[src/rtl/cla_pkg.sv]
// rtl/cla_pkg.sv - shared constants and FSM encoding for the sequential CLA adder
// Purpose: nibble width and state encoding used by cla_seq_adder.
// Ports: none (package).
package cla_pkg;

    localparam int NIB_W = 4;

    typedef enum logic [1:0] {
        ST_IDLE = 2'd0,
        ST_RUN  = 2'd1,
        ST_DONE = 2'd2
    } state_t;

endpackage

[src/rtl/pre_4_adder.sv]
// rtl/pre_4_adder.sv - combinational 4-bit carry-lookahead adder slice
// Purpose: one nibble of add with carry-in, carries generated in parallel.
// Ports:
//   A, B  in  4  nibble operands
//   c0    in  1  carry in
//   F     out 4  nibble sum
//   c4    out 1  carry out of bit 3
module pre_4_adder (
    input  logic [3:0] A,
    input  logic [3:0] B,
    input  logic       c0,
    output logic [3:0] F,
    output logic       c4
);

    logic [3:0] g;
    logic [3:0] p;
    logic       c1;
    logic       c2;
    logic       c3;

    assign g = A & B;
    assign p = A ^ B;

    // Flattened lookahead terms: every carry depends only on g, p and c0.
    assign c1 = g[0] | (p[0] & c0);
    assign c2 = g[1] | (p[1] & g[0]) | (p[1] & p[0] & c0);
    assign c3 = g[2] | (p[2] & g[1]) | (p[2] & p[1] & g[0])
              | (p[2] & p[1] & p[0] & c0);
    assign c4 = g[3] | (p[3] & g[2]) | (p[3] & p[2] & g[1])
              | (p[3] & p[2] & p[1] & g[0]) | (p[3] & p[2] & p[1] & p[0] & c0);

    assign F = p ^ {c3, c2, c1, c0};

endmodule

[src/rtl/cla_seq_adder.sv]
// rtl/cla_seq_adder.sv - multi-cycle add/subtract, one CLA nibble per cycle, LSB first
// Purpose: latches an operand pair on start/ready, walks the nibbles through a single
//          pre_4_adder slice with a registered ripple carry, pulses done when finished.
// Ports:
//   clk    in   1  clock, rising edge
//   rst    in   1  synchronous active-high reset
//   start  in   1  request, accepted only while ready
//   sub    in   1  0: F=A+B, 1: F=A-B; sampled with start
//   A, B   in   W  operands; sampled with start
//   ready  out  1  idle or done, start can be accepted
//   busy   out  1  operation in progress
//   done   out  1  one-cycle pulse, F/cout/ovf valid
//   F      out  W  result, held until next accepted start
//   cout   out  1  carry out of MSB (sub: 1 = no borrow)
//   ovf    out  1  signed overflow
module cla_seq_adder
    import cla_pkg::*;
#(
    parameter int N_NIB = 4
) (
    input  logic                   clk,
    input  logic                   rst,
    input  logic                   start,
    input  logic                   sub,
    input  logic [NIB_W*N_NIB-1:0] A,
    input  logic [NIB_W*N_NIB-1:0] B,
    output logic                   ready,
    output logic                   busy,
    output logic                   done,
    output logic [NIB_W*N_NIB-1:0] F,
    output logic                   cout,
    output logic                   ovf
);

    localparam int W     = NIB_W * N_NIB;
    localparam int IDX_W = (N_NIB > 1) ? $clog2(N_NIB) : 1;
    localparam logic [IDX_W-1:0] LAST_IDX = IDX_W'(N_NIB - 1);

    state_t           state;
    logic [IDX_W-1:0] idx;
    logic             carry;
    logic [W-1:0]     a_r;
    logic [W-1:0]     bx_r;
    logic [W-1:0]     f_r;
    logic             cout_r;
    logic             ovf_r;

    logic [NIB_W-1:0] a_nib;
    logic [NIB_W-1:0] b_nib;
    logic [NIB_W-1:0] sum;
    logic             c4;
    logic             c3_msb;
    logic [W-1:0]     f_next;

    // Operand nibble select for the current idx.
    always_comb begin
        a_nib = '0;
        b_nib = '0;
        for (int i = 0; i < N_NIB; i++) begin
            if (idx == IDX_W'(i)) begin
                a_nib = a_r[NIB_W*i +: NIB_W];
                b_nib = bx_r[NIB_W*i +: NIB_W];
            end
        end
    end

    pre_4_adder u_slice (
        .A  (a_nib),
        .B  (b_nib),
        .c0 (carry),
        .F  (sum),
        .c4 (c4)
    );

    // Result with the current nibble's sum merged in; kept apart from the
    // operand mux so the slice is not part of a combinational cycle.
    always_comb begin
        f_next = f_r;
        for (int i = 0; i < N_NIB; i++) begin
            if (idx == IDX_W'(i)) begin
                f_next[NIB_W*i +: NIB_W] = sum;
            end
        end
    end

    // Carry into the MSB recovered from the MSB sum bit; only meaningful on the last nibble.
    assign c3_msb = a_r[W-1] ^ bx_r[W-1] ^ sum[NIB_W-1];

    always_ff @(posedge clk) begin
        if (rst) begin
            state  <= ST_IDLE;
            idx    <= '0;
            carry  <= 1'b0;
            a_r    <= '0;
            bx_r   <= '0;
            f_r    <= '0;
            cout_r <= 1'b0;
            ovf_r  <= 1'b0;
        end else begin
            case (state)
                ST_IDLE, ST_DONE: begin
                    if (start) begin
                        // Subtract as A + ~B + 1: invert B here, the +1 enters as carry-in.
                        a_r   <= A;
                        bx_r  <= B ^ {W{sub}};
                        carry <= sub;
                        idx   <= '0;
                        state <= ST_RUN;
                    end else begin
                        state <= ST_IDLE;
                    end
                end
                ST_RUN: begin
                    f_r   <= f_next;
                    carry <= c4;
                    if (idx == LAST_IDX) begin
                        cout_r <= c4;
                        ovf_r  <= c3_msb ^ c4;
                        idx    <= '0;
                        state  <= ST_DONE;
                    end else begin
                        idx <= idx + 1'b1;
                    end
                end
                default: state <= ST_IDLE;
            endcase
        end
    end

    assign ready = (state == ST_IDLE) || (state == ST_DONE);
    assign busy  = (state == ST_RUN);
    assign done  = (state == ST_DONE);
    assign F     = f_r;
    assign cout  = cout_r;
    assign ovf   = ovf_r;

endmodule
[config.mk]
export PLATFORM = sky130hd
export DESIGN_NAME = cla_seq_adder
export DESIGN_NICKNAME = d
export VERILOG_FILES = /design/src/rtl/cla_pkg.sv /design/src/rtl/pre_4_adder.sv /design/src/rtl/cla_seq_adder.sv
export SDC_FILE = /design/constraint.sdc
export NUM_CORES = 1
export LEC_CHECK = 0
export CORE_MARGIN = 5
export CORE_UTILIZATION = 35
export CTS_BUF_LIST = sky130_fd_sc_hd__clkbuf_8
export DETAILED_ROUTE_END_ITERATION = 12
export HOLD_SLACK_MARGIN = 0.05
export PLACE_DENSITY = 0.68
export SYNTH_ARGS = -nofsm -noshare
export SYNTH_HDL_FRONTEND = slang
export SYNTH_SLANG_ARGS = --single-unit
[constraint.sdc]
create_clock -name clk -period 3.7 [get_ports clk]
set_input_delay 0.555 -clock clk [delete_from_list [all_inputs] [get_ports clk]]
set_output_delay 0.555 -clock clk [all_outputs]
set_load 0.005 [all_outputs]
======== Word-level counts from Yosys, hierarchy flattened ========
Index checks and enable logic that the tools add are counted.
cells by class
  multiplexer cells ....................... 16
  add/subtract/negate cells ............... 1
  reduce and logical (&&, ||, !) cells .... 11
  eq/ne operators ......................... 7
  bitwise operators ....................... 33
operator list
  kind                                                                     count
  4-bit two-way mux                                                        8
  1-bit bitwise AND                                                        16
  16-bit bitwise XOR                                                       1
  2-bit AND reduction                                                      6
  1-bit bitwise OR                                                         10
  2-bit case mux with 2 select lines                                       2
  4-bit bitwise XOR                                                        2
  2-bit equality test, second input constant                               3
  2-bit two-way mux                                                        3
  4-bit bitwise AND                                                        1
  2-bit by 1-bit equality test with 1-bit output, second input constant    2
  2-bit logical NOT                                                        2
  1-bit bitwise XOR                                                        3
  2-bit by 1-bit adder with 2-bit output, second input constant            1
  1-bit two-way mux                                                        2
  2-bit by 1-bit inequality test with 1-bit output, second input constant  1
  2-bit inequality test, second input constant                             1
  1-bit case mux with 2 select lines                                       1
  2-bit nonzero test                                                       1
  2-bit OR reduction                                                       1
  1-bit logical OR                                                         1
word-level totals
  bits of input ports ..................... 36
  output and inout port bits .............. 21
  logic and storage cells ................. 79
  register bits ........................... 55

======== Logic depth before layout (Yosys ltp) ========
  word-level depth ........................ 13
  depth in mapped cells ................... 13
  gate-level depth less buffers ........... 12

======== Modules after synthesis ========
A second synthesis with hierarchy kept.
second synthesis, totals
  cell total of the unflattened synthesis .. 305
  area total of the unflattened synthesis .. 2607.5 um^2
modules (own cells, without submodules)
  module         cells an instance  seq. area each (um^2)  area each (um^2)  instances
  cla_seq_adder  288                1101.1                 2459.9            1
  pre_4_adder    17                 0.0                    147.6             1

======== Worst setup path before layout ========
OpenSTA, ideal clock, no wires.
  path type ............................... register to register
  start ................................... register idx[0]
  end ..................................... register ovf_r (netlist: ovf)
  stages on the path, launching flop included .. 14
  path buffers ............................ 1
  data required time ...................... 3.569 ns
  setup slack ............................. 1.085 ns
  arrival ................................. 2.484 ns
  cells stage by stage .................... dfxtp_1 > inv_1 > ha_1 > clkbuf_1 > nand3b_1 > a21oi_1 > a21oi_1 > o21ai_0 > ha_1 > a211oi_2 > o21ai_2 > and4_4 > a32oi_1 > a31oi_1
on the way
  longest elaborated chain between the ends .. 13
  elaborated cells on any way between the ends .. 37
  classes of those cells .................. eq/ne (3); mux (8); bitwise (24); reduce/logical (2)
RTL lines
  element                                                 RTL line                              RTL
  start, declared                                         cla_seq_adder.sv:40                   logic [IDX_W-1:0] idx;
  start signal, assigned                                  cla_seq_adder.sv:122                  idx <= idx + 1'b1;
  2-bit logical NOT                                       cla_seq_adder.sv:60                   if (idx == IDX_W'(i)) begin
  4-bit two-way mux (4 in a row)                          cla_seq_adder.sv:60
  4-bit bitwise XOR or 4-bit bitwise AND (tied branches)  pre_4_adder.sv:23, pre_4_adder.sv:22
  1-bit bitwise AND, on equally long branches             pre_4_adder.sv:28, pre_4_adder.sv:29
  1-bit bitwise OR (tied with other cells)                pre_4_adder.sv:28                     assign c3 = g[2] | (p[2] & g[1]) | (p[2] & p[1] & g[0])
  1-bit bitwise OR or 1-bit bitwise AND (tied branches)   pre_4_adder.sv:28, pre_4_adder.sv:29
  1-bit bitwise OR                                        pre_4_adder.sv:29                     | (p[2] & p[1] & p[0] & c0);
  4-bit bitwise XOR                                       pre_4_adder.sv:33                     assign F = p ^ {c3, c2, c1, c0};
  1-bit bitwise XOR                                       cla_seq_adder.sv:87                   assign c3_msb = a_r[W-1] ^ bx_r[W-1] ^ sum[NIB_W-1];
  1-bit bitwise XOR                                       cla_seq_adder.sv:118                  ovf_r <= c3_msb ^ c4;
  end signal, assigned                                    cla_seq_adder.sv:118
  end, declared                                           cla_seq_adder.sv:46                   logic ovf_r;
Several ways; a longest one is shown, not always the timed one.
A chain may end at the register's enable or synchronous reset.

======== Worst setup path after layout ========
  start ................................... register idx[1]
  end ..................................... register ovf_r (netlist: ovf)
The elaborated chain is that of the path after synthesis.

==> results_dict.tcl <==
set metrics [dict create \
    status "finished, final reports clean" \
    synth-edff-count 0 \
    nets 411 \
    fin_crit_sh_pct 79.4 \
    crit_required_ps 3860 \
    path_cells "inv_1 -> ha_1 -> nand3b_1 -> a21oi_1 -> a21oi_1 -> o21ai_0 -> ha_1 -> a211oi_2 -> o21ai_2 -> and4_4 -> a32oi_1 -> a31oi_1" \
    syn_inst 325 \
    p_leak_nw 1.17 \
    place_ws_ps 762 \
    reg2reg_from "idx[1]$_SDFFE_PP0P_" \
    fin_ws_ps 761 \
    yosys.area.top_type "dfxtp_1" \
    path_class "reg -> reg" \
    drt_pass1_iterations 4 \
    synth_ff_type "dfxtp_1" \
    rsz0062_at_grt "false" \
    min_path_type "reg -> reg" \
    clock_latency_ps 310 \
    worstRegToRegCells 12 \
    die_h_um 96.5 \
    postCtsResizedCells 0 \
    route.detailed.drc 0 \
    crit_slowest_cell "dfxtp_1" \
    final_area_um2 3270 \
    routedWlPerCell_um 13.0 \
    synth_seq_area_share_pct 42.0 \
    finalSetupViolCount 0 \
    postSynthAreaPerCell_um2 8.06 \
    grt_pass1_vias 2164 \
    yosys-top-cells-area "dfxtp_1 42%, nand2_1 9.3%, a21oi_1 9.0%, xnor2_1 6.0%, nor2_1 5.3%" \
    hold_violations 0 \
    worst_pin_slew_ps 965 \
    layout-drive-gt1-share_pct 4.90 \
    vias_per_cell 4.86 \
    drv_cap 0 \
    max-slew-margin-rel_pct 35.6 \
    cpPeakStageDelay_ps 380 \
    synthToLayoutAreaGrowth_pct 24.7 \
    gr-total-overflow 0 \
    reg2reg_to "ovf$_SDFFE_PP0P_" \
    place_area_um2 3190 \
    skew_ps 7.05 \
    htree_num_levels 2 \
    holdPathStages 2 \
    dr_total_vias 2266 \
    place_hpwl_mm 4.49 \
    path_clk_slew_ps 90 \
    numCtsBuffers 5 \
    worst-path-max-fanout 18 \
    grt_max_degree 56 \
    grt_pass1_wl_mm 9.82 \
    synth_cell_type_count 37 \
    worstHoldStart "a_r[13]$_SDFFE_PP0P_" \
    io-pin-count 57 \
    syn_nets 370 \
    ctsHoldBuffers 0 \
    rows 31 \
    start_kind "flip-flop" \
    synth_seq_cells 55 \
    grt.total_usage_pct 13.6 \
    synth_top_cell_area_share_pct 42.0 \
    fin_crit_ps 2940 \
    cts_tree "yes" \
    arrival_ps 3100 \
    final_core_util_pct 45.0 \
    ant_nets 0 \
    gp_congestion 0.847 \
    regToRegSetupSlack_ps 760 \
    hold_path_end "a_r[13]$_SDFFE_PP0P_" \
    clock-sinks 55 \
    ir_drop_uv 124 \
    ys_warn_count 0 \
    fmaxAchievable_mhz 340 \
    fillCellCount 748 \
    numPortBuffers 56 \
    grt_antenna_before_repair 0 \
    cts_setup_buffers 0 \
    async_flop_share_pct 0 \
    p_per_area_nw_per_um2 371 \
    drt_wl_total_mm 6.04 \
    root_buffer "clkbuf_8" \
    core-area_um2 7250 \
    syn_area_um2 2620 \
    slew_violations 0 \
    initial_core_util_pct 36.1 \
    clockBufferDepth 2 \
    fin_tns_setup_ps 0 \
    critPathCaptureType "flip-flop" \
    die_x_um 96.5 \
    antennaDiodeCount 0 \
    die_area_um2 9320 \
    first_iter_violations 79 \
    hold_ws_ps 462 \
]
cells in the mapped netlist (2+ instances only):
library cell	number
nand2_1	65
dfxtp_1	55
a21oi_1	47
nor2_1	37
a211oi_1	18
xnor2_1	18
clkbuf_1	10
buf_2	9
o21ai_0	9
ha_1	8
nand3b_1	8
nand3_1	7
mux2i_1	4
inv_1	3
a22oi_1	2
nor2b_1	2
nor3_1	2
o21ai_2	2
where the power goes:
group          leakage [nW]  internal (W)  total [W]  switching (W)
registers             0.450      0.000626   0.000649      0.0000231
clock network        0.0505      0.000128   0.000315       0.000187
logic                 0.671      0.000118   0.000248       0.000130
total                  1.17      0.000872    0.00121       0.000340
worst max path at each step:
stage	startpoint	endpoint	slack [ps]	depth (start not counted)
after floorplan	idx[0]$_SDFFE_PP0P_	ovf$_SDFFE_PP0P_	1090	13
after global placement	idx[1]$_SDFFE_PP0P_	ovf$_SDFFE_PP0P_	860	12
after detailed placement	idx[1]$_SDFFE_PP0P_	ovf$_SDFFE_PP0P_	760	12
after CTS	idx[1]$_SDFFE_PP0P_	ovf$_SDFFE_PP0P_	760	12
after global routing	idx[1]$_SDFFE_PP0P_	ovf$_SDFFE_PP0P_	410	12
final	idx[1]$_SDFFE_PP0P_	ovf$_SDFFE_PP0P_	760	12
placed cells by master (no fill, tap or decap):
| cell type | instances |
|---|---|
| a211oi_1 | 18 |
| a211oi_2 | 1 |
| a21o_2 | 1 |
| a21oi_1 | 47 |
| a22oi_1 | 2 |
| a31oi_1 | 1 |
| a32oi_1 | 1 |
| and2_0 | 1 |
| and2b_4 | 1 |
| and3_2 | 1 |
| and4_4 | 1 |
| buf_2 | 1 |
| buf_4 | 1 |
| clkbuf_8 | 5 |
| clkdlybuf4s50_1 | 55 |
| clkinv_2 | 1 |
| dfxtp_1 | 55 |
| fa_1 | 1 |
| ha_1 | 8 |
| inv_1 | 5 |
| mux2i_1 | 4 |
| nand2_1 | 65 |
| nand2_2 | 1 |
| nand2b_1 | 1 |
| nand3_1 | 7 |
| nand3b_1 | 8 |
| nand4_1 | 1 |
| nor2_1 | 37 |
| nor2b_1 | 1 |
| nor2b_2 | 1 |
| nor3_1 | 2 |
| nor4_2 | 1 |
| o21ai_0 | 9 |
| o21ai_2 | 2 |
| or3_1 | 1 |
| xnor2_1 | 18 |
| xor2_1 | 1 |
flip-flops by register name (all words and copies together), names as in the netlist:
| name | count |
|---|---|
| cout | 1 |
| bx_r | 16 |
| F | 16 |
| a_r | 16 |
| idx | 2 |
| carry | 1 |
| state | 2 |
| ovf | 1 |
logic make-up after synthesis:
family / synth area share [%]
XOR/XNOR: 6.35
multiplexers: 1.53
buffers and inverters: 5.16
flip-flops: 42.0
AND/OR/NAND/NOR: 21.9
adder cells (fa/ha/maj): 4.58
AO/OA/AOI/OAI: 18.5
stage by stage:
step           total power, W  cells
2_1_floorplan        0.000823    325
3_5_place_dp         0.000912    458
5_1_grt               0.00128    466
3_3_place_gp         0.000906    458
6_report              0.00121    466
4_1_cts               0.00122    466
cell type report:
type                            count  area [um2]  area share [%]
Clock buffer                        5        68.8            2.11
Clock inverter                      3        12.5           0.383
Inverter                            3        11.3           0.345
Multi-Input combinational cell    244        1390            42.4
Sequential cell                    55        1100            33.7
Tap cell                           99         124            3.79
Timing Repair Buffer               57         563            17.2
worst max-delay path, delay by kind of cell, from the launching register on:
kind,cells,cell delay [ps]
fa+ha+maj,2,680
compound gates,7,1200
simple gates,2,460
flops,1,380
buf+inv,1,80
routing by layer:
layer,vias to the layer above,part of all wire [%],GRT usage [%]
li1,1184,-,-
met1,1016,46,17.6
met2,55,47,22.1
met3,11,4.3,2.71
met4,0,2.5,5.72
met5,-,0,0
Note: power is estimated with default switching activity, not from simulation.
